File: src/rtl/parity_check_rx_if.sv
// Output-side valid/ready port of the parity-checking frame receiver.
interface parity_check_rx_if #(
  parameter int DATA_W = 3
) ();
  logic [DATA_W-1:0] data;
  logic              parity_err;
  logic              out_valid;
  logic              out_ready;

  modport master (output data, output parity_err, output out_valid, input out_ready);
  modport slave  (input data, input parity_err, input out_valid, output out_ready);
endinterface

File: src/rtl/parity_check_rx.sv
// Serial frame receiver: DATA_W data bits LSB first plus a parity bit, checked and
// presented through a single-entry valid/ready buffer with sticky overrun.
module parity_check_rx #(
  parameter int DATA_W = 3,
  parameter bit ODD    = 1'b0
) (
  input  logic                      clk,
  input  logic                      rst_n,
  input  logic                      bit_in,
  input  logic                      bit_valid,
  input  logic                      frame_start,
  parity_check_rx_if.master         out_if,
  output logic                      overrun,
  input  logic                      overrun_clr,
  output logic                      busy
);
  localparam int CNT_W = $clog2(DATA_W + 1);

  typedef enum logic {IDLE, RECV} state_t;

  state_t              state_q, state_n;
  logic [CNT_W-1:0]    cnt_q, cnt_n;
  logic [DATA_W-1:0]   shift_q, shift_n;
  logic [DATA_W-1:0]   data_q, data_n;
  logic                err_q, err_n;
  logic                valid_q, valid_n;
  logic                ovr_q, ovr_n;
  logic                rx_err;
  logic                buf_free;

  assign rx_err   = (^shift_q) ^ bit_in ^ ODD;
  assign buf_free = !valid_q || out_if.out_ready;

  always_ff @(posedge clk or negedge rst_n) begin
    if (!rst_n) begin
      state_q <= IDLE;
      cnt_q   <= '0;
      shift_q <= '0;
      data_q  <= '0;
      err_q   <= 1'b0;
      valid_q <= 1'b0;
      ovr_q   <= 1'b0;
    end else begin
      state_q <= state_n;
      cnt_q   <= cnt_n;
      shift_q <= shift_n;
      data_q  <= data_n;
      err_q   <= err_n;
      valid_q <= valid_n;
      ovr_q   <= ovr_n;
    end
  end

  always_comb begin
    state_n = state_q;
    cnt_n   = cnt_q;
    shift_n = shift_q;
    data_n  = data_q;
    err_n   = err_q;
    valid_n = valid_q;
    ovr_n   = ovr_q;

    if (valid_q && out_if.out_ready) valid_n = 1'b0;
    // Clear first so a same-cycle overrun set below takes priority.
    if (overrun_clr) ovr_n = 1'b0;

    if (bit_valid) begin
      if (frame_start) begin
        shift_n    = '0;
        shift_n[0] = bit_in;
        cnt_n      = CNT_W'(1);
        state_n    = RECV;
      end else if (state_q == RECV) begin
        if (cnt_q < CNT_W'(DATA_W)) begin
          for (int unsigned i = 0; i < DATA_W; i++) begin
            if (cnt_q == CNT_W'(i)) shift_n[i] = bit_in;
          end
          cnt_n = cnt_q + CNT_W'(1);
        end else begin
          if (buf_free) begin
            data_n  = shift_q;
            err_n   = rx_err;
            valid_n = 1'b1;
          end else begin
            ovr_n = 1'b1;
          end
          cnt_n   = '0;
          state_n = IDLE;
        end
      end
    end
  end

  assign out_if.data       = data_q;
  assign out_if.parity_err = err_q;
  assign out_if.out_valid  = valid_q;
  assign overrun           = ovr_q;
  assign busy              = (state_q == RECV);
endmodule

File: src/flat_wrapper.sv
// flat-port wrapper written by rule: the top's interface ports become plain ports
module parity_check_rx_flat 
#(
  parameter int DATA_W = 3,
  parameter bit ODD    = 1'b0
)
  (clk, rst_n, bit_in, bit_valid, frame_start, overrun, overrun_clr, busy, out_if_data, out_if_parity_err, out_if_out_valid, out_if_out_ready);
  parity_check_rx_if #(.DATA_W(DATA_W)) out_if_i ();
  input  logic clk;
  input  logic rst_n;
  input  logic bit_in;
  input  logic bit_valid;
  input  logic frame_start;
  output logic overrun;
  input  logic overrun_clr;
  output logic busy;
  output wire logic [$bits(out_if_i.data)-1:0] out_if_data;
  output wire logic [$bits(out_if_i.parity_err)-1:0] out_if_parity_err;
  output wire logic [$bits(out_if_i.out_valid)-1:0] out_if_out_valid;
  input wire logic [$bits(out_if_i.out_ready)-1:0] out_if_out_ready;
  assign out_if_data = out_if_i.data;
  assign out_if_parity_err = out_if_i.parity_err;
  assign out_if_out_valid = out_if_i.out_valid;
  assign out_if_i.out_ready = out_if_out_ready;
  parity_check_rx #(.DATA_W(DATA_W), .ODD(ODD)) u_core (.clk(clk), .rst_n(rst_n), .bit_in(bit_in), .bit_valid(bit_valid), .frame_start(frame_start), .out_if(out_if_i), .overrun(overrun), .overrun_clr(overrun_clr), .busy(busy));
endmodule
File: config.mk
export PLATFORM = sky130hd
export DESIGN_NAME = parity_check_rx_flat
export DESIGN_NICKNAME = d
export VERILOG_FILES = /design/src/rtl/parity_check_rx_if.sv /design/src/rtl/parity_check_rx.sv /design/src/flat_wrapper.sv
export SDC_FILE = /design/constraint.sdc
export NUM_CORES = 1
export LEC_CHECK = 0
export ABC_AREA = 1
export BUFFER_PORTS_ARGS = -buffer_cell sky130_fd_sc_hd__clkbuf_2
export CORE_MARGIN = 8
export CORE_UTILIZATION = 45
export DETAILED_ROUTE_END_ITERATION = 16
export PLACE_DENSITY_LB_ADDON = 0.12
export SLEW_MARGIN = 40
export SYNTH_ARGS = -nofsm -noshare
export SYNTH_HDL_FRONTEND = slang
export SYNTH_SLANG_ARGS = --single-unit
File: constraint.sdc
create_clock -name clk -period 1.1 [get_ports clk]
set_input_delay 0.22 -clock clk [delete_from_list [all_inputs] [get_ports clk]]
set_output_delay 0.22 -clock clk [all_outputs]
set_load 0.02 [all_outputs]
==> results.toml <==
[status]
status = "finished with violations"
violations = "setup timing"

[routing]
drt_wl_total_mm = 1.31
dr.first_iter.drc_count = 10
drtAntennaViolNets = 0
wl_per_cell_um = 11.0
drc_errors = 0
avgViaCountPerCell = 4.93
drtPass1Iterations = 4
vias = 587

[sta]
maxSlewViolCount = 0
rsz0062_at_grt = "true"
worstMarginPinSlew_ps = 303
fin_skew_ps = 3.80
timing.final.crit_period_ps = 1130
timing.final.ws_setup_ps = -25.2
hold_viol = 0
timing.slew.headroom_pct = 79.8
fmax_mhz = 889
setup_viol = 4
min_period_over_period_pct = 102
hold_ws_ps = 123

[floorplan]
die_x_um = 53.6
die_y_um = 53.6
core_um2 = 1320
die-area_um2 = 2870
initial_core_util_pct = 48.2
fp-row-count = 13
num_io_pins = 14

[critical_path]
crit_start = "u_core.cnt_q[0]$_DFFE_PN0P_"
cp_cell_sequence = "ha_2 -> nand2_1 -> nand3_1 -> nand2_1 -> o21ai_1"
crit_family = "flip-flops"
path_depth = 5
worstSetupEndpointType = "flop"
critPathKind = "flop to flop"
reg2reg_from = "u_core.cnt_q[0]$_DFFE_PN0P_"
rr_worst_depth = 5
cp_num_buf_inv = 0
required_ps = 1270
crit_top_cell = "nand2_1"
cp_slowest_stage_delay_ps = 410
cp.arrival_ps = 1300
cp_max_fo = 4
slowest_stage = "dfrtp_1"
worst_setup_path_start_kind = "flop"

[cells_and_area]
fin_nets = 116
antenna_cells = 0
final_area_um2 = 823
area_growth_pct = 29.5
fill_cells = 110
drive_gt1_share_pct = 29.8

[global_routing]
antenna_found_initial = 0
grt_usage_pct = 9.83
overflow = 0
grt_pass1_vias = 520
grt_pass1_wl_mm = 2.01
grt_max_degree = 13

[synthesis]
netlist_area_um2 = 636
yosysWarningCount = 0
yosys.cell_count.top_type = "nand2_1"
syn_nets = 93
synth_area_leader_cell = "dfrtp_1"
yosysUniqueCellTypes = 12
synth.area.top_cells = "dfrtp_1, nand2_1, inv_1"
postSynthAreaPerCell_um2 = 7.75
synth-seq-area-share_pct = 47.2
async_reset_ff_share_pct = 100
synth_edf_count = 0
ys.flop_type = "dfrtp_1"
synthTopCellsByCount = "nand2_1, inv_1, dfrtp_1"
synth_top_area_share_pct = 47.2
ys_ff_latch = 12
synth_cells = 82

[power]
power_density_nw_per_um2 = 2030
ir_drop_mv = 0.979
total_leakage_power_nw = 0.455

[clock_network]
tritoncts = "yes"
clk_latency_ps = 280
cts_made_buffers = 3
clockRootBuffer = "clkbuf_4"
cts.sinks = 12
htreeDepth = 1
path_clk_slew_ps = 80
cts_buffer_depth = 2

[worst_hold_path]
min-delay-start = "overrun_clr"
holdPathStages = 2
hold_path_class = "input pin to flop"

[placed_design]
placed_cell_area_um2 = 727
numPortBuffers = 13
place.gp.congestion = 0.707
dp_hpwl_um = 957

[run]
drv_cap = 0
power by group:
part           leakage (nW)  internal [mW]  switching (mW)
Combinational         0.279          0.261           0.382
Sequential            0.155          0.569          0.0974
Clock                0.0210          0.202           0.160
cell families (layout without fill, tap and decap cells):
group / Yosys count / after routing / synth area share (%)
and+or+nand+nor: 41 / 41 / 27.8
adders and majority gates: 4 / 4 / 7.87
AOI/OAI and AO/OA: 10 / 10 / 8.27
DFF: 12 / 12 / 47.2
buffers and inverters: 15 / 37 / 8.86
flip-flops by register name (all words and copies together) (netlist names):
signal                    count
u_core.out_if.data            3
u_core.cnt_q                  2
u_core.shift_q                3
u_core.busy                   1
u_core.out_if.out_valid       1
u_core.out_if.parity_err      1
u_core.overrun                1
worst register-to-register path, delay by kind of cell, from the launching register on:
| kind | cells | cell delay, ps |
|---|---|---|
| and+or+nand+nor | 3 | 360 |
| DFF | 1 | 410 |
| adders and majority gates | 1 | 210 |
| AOI/OAI and AO/OA | 1 | 60 |
repair_timing:
action | 4_1_cts | 5_1_grt
setup endpoints to repair | 7 | 9
hold buffers | 1 | 0
resized for setup | 3 | 7
pin swaps | 2 | 3
endpoints found under the hold margin | 12 | 0
setup buffers | 1 | 2
cell type report:
class / instances / area (µm²) / share of cell area, %
multi-input combinational: 55 / 307 / 37.2
sequential: 12 / 300 / 36.5
timing repair buffer: 18 / 105 / 12.8
inverter: 15 / 56.3 / 6.84
clock buffer: 4 / 36.3 / 4.41
tap: 15 / 18.8 / 2.28
metal layers:
metal  routed length, µm  GRT usage, %  vias up
li1                    -             -      300
met1                 536          10.3      261
met2                 617          15.6       21
met3                 113          3.03        5
met4                  43          8.82        0
met5                   0             0        -
placed cells by master, fill, tap and decap left out, types with 2 or more instances in the layout:
cell and n:
clkbuf_4 3, dfrtp_1 12, buf_4 4, o21ai_1 6, nor2_1 7, clkbuf_2 13
nand2_1 22, inv_1 12, ha_2 2, ha_1 2, o21ai_0 2, or2_1 3
o22ai_1 2, nand2_2 2, inv_2 3, nand3_1 4
final timing paths:
check | end | slack [ps]
worst max-delay path | u_core.shift_q[1]$_DFFE_PN0P_ | -30
worst min-delay path | u_core.overrun$_DFF_PN0_ | 120
worst max register to register | u_core.shift_q[1]$_DFFE_PN0P_ | -30
worst min register to register | u_core.out_if.data[0]$_DFFE_PN0P_ | 500
max in group asynchronous | u_core.cnt_q[0]$_DFFE_PN0P_ | 520
min in group asynchronous | u_core.out_if.parity_err$_DFFE_PN0P_ | 350
stage by stage:
step	total power, mW	setup slack, ps	util, %	setup TNS, ps	std cells
finish	1.67	-25.2	62.5	-58.5	119
global route	1.80	-94.8	62.5	-613	119
CTS	1.63	-29.2	59.6	-167	117
detailed placement	1.24	-53.8	55.2	-253	111
global placement	1.22	-19.9	55.2	-78.9	111
floorplan	1.05	42.6	-	0	82
(Power assumes the default switching activity.)
